## config.mk

```make
export PLATFORM = sky130hd
export DESIGN_NAME = bcd_updown_multidecade_counter
export DESIGN_NICKNAME = d
export VERILOG_FILES = /design/src/rtl/bcd_updown_multidecade_counter.sv
export SDC_FILE = /design/constraint.sdc
export NUM_CORES = 1
export LEC_CHECK = 0
export ABC_AREA = 0
export CELL_PAD_IN_SITES_DETAIL_PLACEMENT = 1
export CELL_PAD_IN_SITES_GLOBAL_PLACEMENT = 1
export CORE_MARGIN = 3
export CORE_UTILIZATION = 33
export DETAILED_ROUTE_END_ITERATION = 8
export PLACE_DENSITY = 0.88
export SLEW_MARGIN = 20
export SYNTH_ARGS = -nofsm -noshare
export SYNTH_HDL_FRONTEND = slang
export SYNTH_SLANG_ARGS = --single-unit
```

## constraint.sdc

```tcl
create_clock -name clk -period 3 [get_ports clk]
set_input_delay 0.6 -clock clk [delete_from_list [all_inputs] [get_ports clk]]
set_output_delay 0.6 -clock clk [all_outputs]
set_load 0.1 [all_outputs]
```

## src/rtl/bcd_updown_multidecade_counter.sv

```systemverilog
// bcd_updown_multidecade_counter: loadable up/down BCD counter; define BCD_SATURATE_EN to hold at terminal instead of wrapping
module bcd_updown_multidecade_counter #(
    parameter int DIGITS = 3
) (
    input  logic                  clk,
    input  logic                  reset,
    input  logic                  enable,
    input  logic                  up_down,
    input  logic                  load,
    input  logic [4*DIGITS-1:0]   load_value,
    output logic [4*DIGITS-1:0]   digits,
    output logic                  done,
    output logic                  zero
);
    logic [4*DIGITS-1:0] digits_d, digits_q, load_clamped, stepped;
    logic done_d, done_q, carry, borrow, at_term;
    always_comb begin
        stepped      = digits_q;
        load_clamped = load_value;
        carry        = 1'b1;
        borrow       = 1'b1;
        // carry/borrow ripple: digit k moves only when every lower digit is 9 (up) or 0 (down)
        for (int k = 0; k < DIGITS; k++) begin
            load_clamped[4*k+:4] = (load_value[4*k+:4] > 4'd9) ? 4'd9 : load_value[4*k+:4];
            if (up_down && carry)
                stepped[4*k+:4] = (digits_q[4*k+:4] == 4'd9) ? 4'd0 : digits_q[4*k+:4] + 4'd1;
            if (!up_down && borrow)
                stepped[4*k+:4] = (digits_q[4*k+:4] == 4'd0) ? 4'd9 : digits_q[4*k+:4] - 4'd1;
            carry  = carry && (digits_q[4*k+:4] == 4'd9);
            borrow = borrow && (digits_q[4*k+:4] == 4'd0);
        end
        at_term = up_down ? carry : borrow;
`ifdef BCD_SATURATE_EN
        if (at_term) stepped = digits_q;
`else
`endif
        digits_d = load ? load_clamped : (enable ? stepped : digits_q);
        done_d   = !load && enable && at_term;
    end
    always_ff @(posedge clk) begin
        if (reset) begin
            digits_q <= '0;
            done_q   <= 1'b0;
        end else begin
            digits_q <= digits_d;
            done_q   <= done_d;
        end
    end
    assign digits = digits_q;
    assign done   = done_q;
    assign zero   = (digits_q == '0);
endmodule

```

==> results of run 1 <==
[final timing paths]
check        startpoint    endpoint  slack [ns]  cells past startpoint
max           digits[5]        zero        0.52                      3
min           digits[9]   digits[9]        0.63                      2
max reg2reg   digits[5]  digits[11]        0.67                      5
min reg2reg   digits[9]   digits[9]        0.63                      2
[state kept, by name, indices dropped and copies added (netlist names)]
register,flops
digits,12
done,1
[cells in the mapped netlist (2+ instances only)]
cell      count
a21oi_1      10
a221oi_1      2
a311oi_1      2
a31oi_1       2
and2_1        3
and3_1        2
clkbuf_1     11
dfxtp_1      13
inv_1         5
mux2i_1       3
nand2_1      14
nand2b_1      2
nand3_1       6
nand3b_1      2
nor2_1       16
nor2b_1       4
nor3_1        5
nor4_1        4
o211ai_1      4
o21a_1        2
o21ai_0       9
or2_2         2
xnor2_1       4
xor2_1        2
[per-stage QoR]
step	total power, mW	hold slack (ns)	instances	instance area (um^2)
finish	0.618	0.634	220	1420
global route	0.649	0.689	220	1420
detailed placement	0.502	0.610	216	1400
CTS	0.621	0.623	220	1420
floorplan	0.421	0.707	151	1090
global placement	0.491	0.578	216	1400
[metal layers]
metal	share of wire	global-route usage	up-vias
met1	0.42	0.227	622
met4	0.025	0.0701	0
met5	0	0	-
met3	0.036	0.0250	12
li1	-	-	608
met2	0.52	0.357	35
[report_power, final]
group / internal [mW] / total [mW] / switching [mW]
sequential: 0.185 / 0.219 / 0.0339
combinational: 0.0939 / 0.281 / 0.187
clock: 0.0516 / 0.118 / 0.0662
[logic make-up after synthesis]
family                    count (synthesis)
AOI/OAI and AO/OA                        43
buffers and inverters                    18
muxes                                     4
and+or+nand+nor                          67
xor gates and xnor gates                  6
DFF                                      13
[tightest hold or removal path: stages, from the launching register on]
cell,delay [ns]
dfxtp_1,0.40
nor2_1,0.13
a311oi_1,0.05
[layout make-up]
| type | count | area [um^2] |
|---|---|---|
| Clock buffer | 4 | 26.3 |
| Fill cell | 404 | 1650 |
| Inverter | 5 | 18.8 |
| Multi-Input combinational cell | 120 | 756 |
| Sequential cell | 13 | 260 |
| Tap cell | 44 | 55.1 |
| Timing Repair Buffer | 34 | 308 |
[layout by cell type (no fill, tap or decap), types with 2 or more instances in the layout]
master / instances
buf_4: 17
nor2_1: 16
clkdlybuf4s50_1: 16
nand2_1: 14
dfxtp_1: 13
a21oi_1: 10
o21ai_0: 9
nand3_1: 6
inv_1: 5
nor3_1: 4
o211ai_1: 4
nor2b_1: 4
nor4_1: 4
xnor2_1: 4
mux2i_1: 3
and2_1: 3
clkbuf_4: 3
nand2b_1: 2
or2_2: 2
and3_1: 2
o21a_1: 2
a31oi_1: 2
xor2_1: 2
a221oi_1: 2
nand3b_1: 2
a311oi_1: 2
==> results_dict.tcl, run 1 <==
set metrics [dict create \
    utilization 0.463 \
    cts_resized 0 \
    yosys_warnings 0 \
    drtPass1Iterations 4 \
    postCtsSetupRepairBufs 0 \
    status "finished clean" \
    port_buffers 30 \
    synth_edf_count 0 \
    setup_viol 0 \
    syn_to_final_growth_pct 31.7 \
    dp_hpwl_um 2820 \
    synth_area_leaders "dfxtp_1, nor2_1, nand2_1" \
    ant_nets 0 \
    htree_levels 1 \
    synth_cell_type_count 46 \
    cts_root_buffer "clkbuf_4" \
    synthMuxAreaShare 0.0382 \
    grt_pass1_vias 1340 \
    ios 31 \
    max_slew.worst_pin.slew_ns 0.561 \
    vias 1277 \
    vias_per_cell 5.80 \
    cp-start-kind "register" \
    synth-xor-area-share 0.0486 \
    crit_buf_inv 1 \
    cts_buffer_depth 2 \
    grt_max_degree 15 \
    cts_hold_buf 0 \
    place_congestion 0.821 \
    maxCapViolCount 0 \
    hp-class "reg -> reg" \
    drt_wl_total_um 3750 \
    critical_path_class "reg -> out" \
    critPathCaptureType "primary output" \
    critPathRequiredTime_ns 2.40 \
    synthCells 151 \
    yosys.area.top_type "dfxtp_1" \
    grt_antenna_before_repair 0 \
    rows 20 \
    clk_pin_slew_ns 0.10 \
    final_nets 194 \
    die_area_um2 4000 \
    crit_path_cell_trace "or4_1, nor3_4, buf_12" \
    peakVddDrop_v 0.000227 \
    place_ws_ns 0.444 \
    path_delay_family "simple AND/OR/NAND/NOR gates" \
    globalRouteTotalUtil 0.194 \
    cts_buffers 3 \
    synth_top_area_share 0.241 \
    syn_nets 168 \
    cts_tree "yes" \
    powerDensity_nw_per_um2 434 \
    diodes 0 \
    rsz0062_at_grt "false" \
    min_period_ns 2.48 \
    synthFlopType "dfxtp_1" \
    drc 0 \
    max_slew_margin 0.625 \
    start_util 0.351 \
    avgSynthCellArea_um2 7.16 \
    drv_slew 0 \
    p_leak_nw 0.527 \
    finalCritPeriodShare 0.825 \
    fin_ws_ns 0.525 \
    numClockSinks 13 \
    synth-compound-area-share 0.278 \
    yosys_register_bits 13 \
    grt_pass1_wl_um 6240 \
    slowest_delay_ns 0.68 \
    die_w_um 63.2 \
    arrival_ns 1.88 \
    drive_above_1_share 0.165 \
    die-height_um 63.2 \
    finalHoldViolCount 0 \
    crit_fanout 12 \
    drtIter0Drc 58 \
    synthArstFlopShare 0 \
    synth_simple_gate_area_frac 0.324 \
    synth_fa_ha_area_frac 0 \
    crit_slowest_cell "or4_1" \
    synth_area_um2 1080 \
    worstSkewPairLatency_ns 0.29 \
    core-area_um2 3080 \
    fin_tns_setup_ns 0 \
    synth_top_family_by_area "simple AND/OR/NAND/NOR gates" \
    wl_per_cell_um 17.1 \
    max_freq_ghz 0.404 \
    fin_skew_ns 0.0114 \
    ys_seq_area_frac 0.241 \
    grt_overflow 0 \
]
(Power assumes the default switching activity.)
==> run 2, diff against run 1 <==
- clock period: 3 -> 2.41 ns (I/O delays scaled with it)
==> results_dict.tcl, run 2 (synthesis results as in run 1) <==
set metrics [dict create \
    status "finished clean" \
    max_slew_margin 0.696 \
    place_area_um2 1450 \
    ios 31 \
    final_cell_area_um2 1480 \
    hold_depth 2 \
    start_util 0.351 \
    min_period_ns 2.19 \
    htree_levels 1 \
    crit_path_cell_trace "or4_4, or3_4, o32a_1, o311a_1, a211oi_2" \
    cts_buffer_depth 2 \
    vias 1252 \
    p_leak_nw 0.551 \
    diodes 0 \
    core-area_um2 3080 \
    arrival_ns 2.40 \
    use_met2 0.331 \
    worstSkewPairLatency_ns 0.28 \
    rsz0062_at_grt "false" \
    critPathCaptureType "register" \
    die_area_um2 4000 \
    fin_cells 224 \
    drc 0 \
    drtIter0Drc 82 \
    cts_hold_buf 0 \
    globalRouteTotalUtil 0.186 \
    cp-start-kind "register" \
    ant_nets 0 \
    die_w_um 63.2 \
    dp_hpwl_um 2700 \
    path_depth 5 \
    grt_pass1_wl_um 6050 \
    final_common_cell "buf_4" \
    rows 20 \
    fin_ws_ns 0.216 \
    drv_slew 0 \
    cts_buffers 3 \
    die-height_um 63.2 \
    ff2ff_path_depth 5 \
    maxCapViolCount 0 \
    hp-class "reg -> reg" \
    setup_viol 0 \
    postCtsSetupRepairBufs 0 \
    powerDensity_nw_per_um2 520 \
    place_ws_ns 0.165 \
    total_power_mw 0.768 \
    use_met3 0.0232 \
    finalCritPeriodShare 0.910 \
    grt_overflow 0 \
    clk_pin_slew_ns 0.09 \
    met1_usage 0.232 \
    place_congestion 0.829 \
    drt_wl_total_um 3520 \
    finalHoldViolCount 0 \
    max_slew.worst_pin.slew_ns 0.451 \
    critical_path_class "reg -> reg" \
    drive_above_1_share 0.233 \
    crit_buf_inv 0 \
    largest_reg_flops 12 \
    hold_slack_ns 0.598 \
    syn_to_final_growth_pct 36.5 \
    grt-busiest-layer "met2" \
    cts_root_buffer "clkbuf_4" \
    vias_per_cell 5.59 \
    critPathRequiredTime_ns 2.62 \
    crit_fanout 8 \
    utilization 0.479 \
    slowest_delay_ns 0.61 \
    grt_pass1_vias 1278 \
    wl_per_cell_um 15.7 \
    path_delay_family "simple AND/OR/NAND/NOR gates" \
    port_buffers 30 \
    fin_skew_ns 0.0109 \
    drtPass1Iterations 4 \
    cts_resized 0 \
    fin_tns_setup_ns 0 \
    peakVddDrop_v 0.000212 \
    grt_max_degree 15 \
    crit_slowest_cell "or4_4" \
    max_freq_ghz 0.456 \
    final_nets 198 \
    cts_tree "yes" \
    numClockSinks 13 \
    place_inst 220 \
    final_cell_mix "buf_4, nor2_1, clkdlybuf4s50_1" \
    grt_antenna_before_repair 0 \
]
[run 2: changes by cell type in the layout (fill, tap and decap cells not counted)]
cell and delta:
or4_1 -1, buf_4 +4, dfxtp_1 -8, dfxtp_2 +5
dfxtp_4 +3, or4_4 +1
[run 2: cell type report]
class                      instances  area, um^2
clock buffer                       4        26.3
fill                             406        1600
inverter                           5        18.8
multi-input combinational        120         759
sequential                        13         278
tap                               44        55.1
timing repair buffer              38         338
[run 2: power breakdown]
part | leakage (nW) | switching (mW) | internal [mW] | total, mW
registers | 0.111 | 0.0415 | 0.232 | 0.273
logic | 0.425 | 0.229 | 0.125 | 0.354
clock network | 0.0150 | 0.0762 | 0.0641 | 0.140
[run 2: path summary, 6_finish.rpt]
kind	start	endpoint	slack (ns)
hold / removal	digits[7]	digits[7]	0.60
setup / recovery	digits[3]	digits[6]	0.22
setup reg to reg	digits[3]	digits[6]	0.22
hold reg to reg	digits[7]	digits[7]	0.60
[run 2: worst register-to-register path, cell delays in order (launching register included)]
cell and delay, ns:
dfxtp_2 0.37, or4_4 0.61, or3_4 0.36, o32a_1 0.29
o311a_1 0.29, a211oi_2 0.20
[run 2: layer usage]
layer	part of all wire	routed length, um	up-vias
met4	0.0091	32	0
met1	0.44	1550	611
met5	0	0	-
met2	0.52	1820	24
met3	0.032	114	4
li1	-	-	613
